File: src/rtl/instr_fetch_unit.sv
// Instruction fetch front end: owns the PC, fetches one word per instruction over a
// req/rvalid handshake, holds it for decode and selects the next PC from redirects.
//
// state | meaning
// IDLE  | out of reset, request issued next cycle
// FETCH | imem_req high at pc, waiting for imem_rvalid
// HOLD  | instruction valid, waiting for instr_ready handshake
// ERR   | misaligned next PC trapped, parked until rst
module instr_fetch_unit #(
   parameter int              XLEN     = 32,
   parameter logic [XLEN-1:0] RESET_PC = '0
) (
   input  logic            clk,
   input  logic            rst,
   output logic            imem_req,
   output logic [XLEN-1:0] imem_addr,
   input  logic            imem_rvalid,
   input  logic [31:0]     imem_rdata,
   output logic [31:0]     instruction,
   output logic            instr_valid,
   input  logic            instr_ready,
   output logic [XLEN-1:0] pc,
   output logic [XLEN-1:0] pc_plus4,
   input  logic            branch_taken,
   input  logic            jl,
   input  logic            jlr,
   input  logic [XLEN-1:0] branch_target,
   input  logic [XLEN-1:0] jalr_target,
   output logic            fetch_err
);

   localparam logic [31:0] NOP = 32'h0000_0013;

   typedef enum logic [1:0] {IDLE, FETCH, HOLD, ERR} state_t;

   state_t          state_q, state_d;
   logic [XLEN-1:0] pc_q, pc_d, next_pc;
   logic [31:0]     instr_q, instr_d;
   logic            valid_q, valid_d;
   logic            err_q, err_d;

   assign pc_plus4    = pc_q + {{(XLEN-3){1'b0}}, 3'd4};
   assign pc          = pc_q;
   assign imem_addr   = pc_q;
   assign instruction = instr_q;
   assign instr_valid = valid_q;
   assign fetch_err   = err_q;

   // jalr clears bit 0 of the ALU result; jal and branches share branch_target
   always_comb begin
      if (jlr)
         next_pc = {jalr_target[XLEN-1:1], 1'b0};
      else if (jl || branch_taken)
         next_pc = branch_target;
      else
         next_pc = pc_plus4;
   end

   always_comb begin
      state_d  = state_q;
      pc_d     = pc_q;
      instr_d  = instr_q;
      valid_d  = valid_q;
      err_d    = err_q;
      imem_req = 1'b0;
      unique case (state_q)
         IDLE: state_d = FETCH;
         FETCH: begin
            imem_req = 1'b1;
            if (imem_rvalid) begin
               instr_d = imem_rdata;
               valid_d = 1'b1;
               state_d = HOLD;
            end
         end
         HOLD: begin
            if (instr_ready) begin
               valid_d = 1'b0;
               if (next_pc[1:0] == 2'b00) begin
                  pc_d    = next_pc;
                  state_d = FETCH;
               end else begin
                  err_d   = 1'b1;
                  state_d = ERR;
               end
            end
         end
         ERR: state_d = ERR;
         default: state_d = IDLE;
      endcase
   end

   always_ff @(posedge clk) begin
      if (rst) begin
         state_q <= IDLE;
         pc_q    <= RESET_PC;
         instr_q <= NOP;
         valid_q <= 1'b0;
         err_q   <= 1'b0;
      end else begin
         state_q <= state_d;
         pc_q    <= pc_d;
         instr_q <= instr_d;
         valid_q <= valid_d;
         err_q   <= err_d;
      end
   end

`ifndef SYNTHESIS
   rvalid_only_in_fetch: assert property (@(posedge clk) disable iff (rst)
      imem_rvalid |-> (state_q == FETCH))
      else $error("imem_rvalid received outside FETCH");
`endif

endmodule

File: config.mk
export PLATFORM = sky130hd
export DESIGN_NAME = instr_fetch_unit
export DESIGN_NICKNAME = d
export VERILOG_FILES = /design/src/rtl/instr_fetch_unit.sv
export SDC_FILE = /design/constraint.sdc
export NUM_CORES = 1
export LEC_CHECK = 0
export BUFFER_PORTS_ARGS = -buffer_cell sky130_fd_sc_hd__buf_2
export CAP_MARGIN = 40
export CORE_UTILIZATION = 45
export CTS_CLUSTER_SIZE = 16
export DETAILED_ROUTE_END_ITERATION = 7
export HOLD_SLACK_MARGIN = 0.06
export MAX_ROUTING_LAYER = met4
export PLACE_DENSITY = 0.82
export SYNTH_ARGS = -nofsm -noshare
export SYNTH_HDL_FRONTEND = slang
export SYNTH_SLANG_ARGS = --single-unit
File: constraint.sdc
create_clock -name clk -period 3.1 [get_ports clk]
set_clock_uncertainty 0.15 [all_clocks]
set_input_delay 0.465 -clock clk [delete_from_list [all_inputs] [get_ports clk]]
set_output_delay 0.465 -clock clk [all_outputs]
set_load 0.02 [all_outputs]
==> metrics.md <==
| Metric | Value |
|---|---|
| Layout cell share with drive strength beyond 1 | 0.379 |
| Skew-Pair Late Insertion Delay | approximately 0.35 ns |
| Antenna viol nets, final | 0 |
| Hold depth | 3 |
| Die width | 98.1 um |
| Register area share after synthesis | 0.328 |
| Floorplan row count | 34 |
| Final instance area | ~5400 um^2 |
| Clock tree buffer depth | 2 |
| Period minus WS final | roughly 3.0 ns |
| GP Congestion | between 0.8 and 0.9 |
| IO Port Bufs | around 230 |
| Inserted Clock Buffers | 9 |
| Fraction of registers with async set/reset | 0 |
| Area growth syn-to-layout | 30.8% |
| End of the worst hold path | instruction[0] |
| H-tree depth | 3 |
| Fmax | about 340 MHz |
| Initial DRC Count | approximately 260 |
| Fin. Hold Viols | 0 |
| Worst VDD drop | roughly 0.27 mV |
| Overall Power | 1.96 mW |
| Area of the placeable core | between 8000 and 9000 um^2 |
| # DRC | 20 |
| Initial Utilization | 0.470 |
| I/O pin count | about 230 |
| Slew Limit Fails | 0 |
| Total global routing overflow | 0 |
| Worst slew pin tran | about 0.66 ns |
| Critical Setup Path Class | reg -> out |
| DIE HEIGHT | 98.1 um |
| Worst endpoint data arrival time | approximately 2.4 ns |
| Worst path cell trace | nand3_1, or2_2, nor4_2, xor2_1, buf_2 |
| Vias in the first global route | roughly 4600 |
| Top FF cell, synth | dfxtp_1 |
| Reg-to-reg critical path endpoint | imem_addr[20] |
| Max incr delay on CP | between 0.5 and 0.6 ns |
| Hold Startpoint | imem_rdata[0] |
| Failing checks | design-rule violations |
| Critical Path Start Type | register |
| Quantity of hold-fixing buffers added after cts | 0 |
| Endpoints failing setup | 0 |
| RSZ-0062 raised after global routing | no |
| Pre-antenna DRT Iters | 7 |
| Critical path buffer and inverter count | 1 |
| Final period utilization | 0.962 |
| Mapped cell area | between 4000 and 5000 um^2 |
| Leakage power | between 2 and 3 nW |
| Yosys reg bits | 68 |
| R2R setup slack | 0.63 ns |
| Setup tns final | 0 ns |
| CTS tree | built |
| Run status | complete, but fails checks |
| Die area | 9620 um^2 |
| Syn. warnings | 0 |
| CP max-delay cell | dfxtp_1 |
| Slew margin rel. | 0.556 |
| R2R cell count | 6 |
| Syn_nets | approximately 670 |
| WL final | ~15000 um |
| Crit-path max FO | 7 |
| Worst r2r src | imem_addr[4] |
| Crit. End Element | primary output |
| CTS Sinks | between 60 and 70 |
| Hold Crit Class | in -> reg |
| Max_cap viols | 0 |
| Mean Syn Cell Area | approximately 7.4 um^2 |
| Initial antenna violation count | 1 |
| Layout Nets | approximately 870 |
| Cell count after synthesis | ~560 |
| Routed vias | about 5000 |
| Unique masters post-synth | 58 |
| Critical path's top delay family | simple AND/OR/NAND/NOR gates |
| Detail Placement HPWL | 10700 um |
| Largest net degree at the start of global routing | 36 |
| Worst Path Required | between 2 and 2.5 ns |
| Clock Tree Root | clkbuf_8 |
| Dpl cell area | 5220 um^2 |
| First-pass GRT wire length | ~22000 um |
| Routed WL per cell | 16.7 um |
| Clock-pin slew on the worst setup and hold paths | around 0.08 ns |
| Vias/cell | slightly below 6 |
| PwrDens | around 360 nW/um^2 |
| Total track usage | 0.303 |
| Post-synth EDFFs | 0 |
-- layout make-up --
class	count	area (um^2)
tap	108	135
inverter	14	52.6
clock inverter	6	41.3
timing repair buffer	257	1360
clock buffer	9	124
multi-input combinational	411	2360
sequential	68	1360
antenna	1	2.50
fill	812	3410
-- through the flow --
step	hold slack, ns	std cells	setup WS, ns	util
after floorplan	0.342	564	0.302	-
after global placement	0.289	853	0.326	0.589
after detailed placement	0.293	854	0.250	0.590
after CTS	0.166	869	0.0157	0.610
after global routing	0.193	874	0.0395	0.614
final	0.182	874	0.118	0.614
-- tightest hold or removal path, stage by stage --
cell      delay [ns]
buf_2           0.08
nand2_1         0.04
nand3b_1        0.06
-- kinds of logic (layout without fill, tap and decap cells) --
group / count (synthesis) / after routing / share of synthesized area
buffers and inverters: 85 / 286 / 0.109
AND/OR/NAND/NOR: 235 / 235 / 0.275
other: 0 / 1 / 0
XOR/XNOR: 26 / 26 / 0.0548
adder cells (fa/ha/maj): 1 / 1 / 0.00301
multiplexers: 3 / 3 / 0.00753
flip-flops: 68 / 68 / 0.328
AO/OA/AOI/OAI: 146 / 146 / 0.223
-- cells in the mapped netlist (all sizes together), types with 3 or more instances --
cell,count,area share
a211oi,7,0.013
a21oi,62,0.075
a221oi,5,0.011
a22o,3,0.0063
a22oi,6,0.011
a311oi,5,0.011
a31oi,5,0.0075
and2,5,0.0075
and3,4,0.0060
and4,4,0.0087
buf,40,0.068
clkbuf,31,0.029
dfxtp,68,0.33
inv,14,0.013
nand2,92,0.083
nand2b,6,0.0090
nand3,21,0.026
nand3b,4,0.0072
nand4,9,0.017
nor2,46,0.042
nor2b,3,0.0045
nor3,13,0.016
nor3b,3,0.0054
nor4,10,0.017
o211ai,4,0.0072
o21ai,19,0.023
o22ai,3,0.0045
o31a,5,0.011
o32ai,6,0.013
or2,6,0.0090
or3,4,0.0060
or4,3,0.0063
xnor2,17,0.036
xor2,9,0.019
-- cells in the final DEF, fill, tap and decap left out, types with 8 or more instances in the layout --
cell and n:
buf_2 232, nand2_1 92, dfxtp_1 68, a21oi_1 62
nor2_1 44, buf_4 24, nand3_1 20, o21ai_0 18
xnor2_1 17, inv_1 14, nor3_1 13, xor2_1 9
clkbuf_8 9, nand4_1 8, nor4_1 8
-- timing repair --
action | in CTS | in global routing
endpoints found under the hold margin | 0 | 0
gates resized for setup | 1 | 2
buffers inserted | 0 | 4
pin swaps | 0 | 2
setup endpoints to repair | 1 | 5
-- worst max-delay path by stage --
stage	from	end	slack, ns	cells past startpoint
floorplan	imem_addr[4]	pc_plus4[20]	0.30	5
global placement	imem_addr[12]	pc_plus4[24]	0.33	5
detailed placement	imem_addr[12]	pc_plus4[24]	0.25	5
CTS	imem_addr[12]	pc_plus4[24]	0.02	5
global route	imem_addr[19]	pc_plus4[24]	0.04	5
finish	imem_addr[19]	pc_plus4[24]	0.12	5
-- metal layers --
metal  global-route usage  vias up  routed length (um)
li1                     -     2362                   -
met1                0.349     2349                5810
met2                0.525      302                7280
met3               0.0565       25                1270
met4                0.100        0                 252
met5                    -        -                   0
-- report_power, final --
part	internal [mW]	switching (mW)	total [mW]	leakage [nW]
logic	0.145	0.225	0.370	1.91
clock network	0.285	0.370	0.655	0.0775
registers	0.905	0.0294	0.934	0.552
-- state kept, by name, indices dropped and copies added (netlist names) --
name	count
instr_valid	1
state_q	2
fetch_err	1
instruction	32
imem_addr	32
Note: power is estimated with default switching activity, not from simulation.
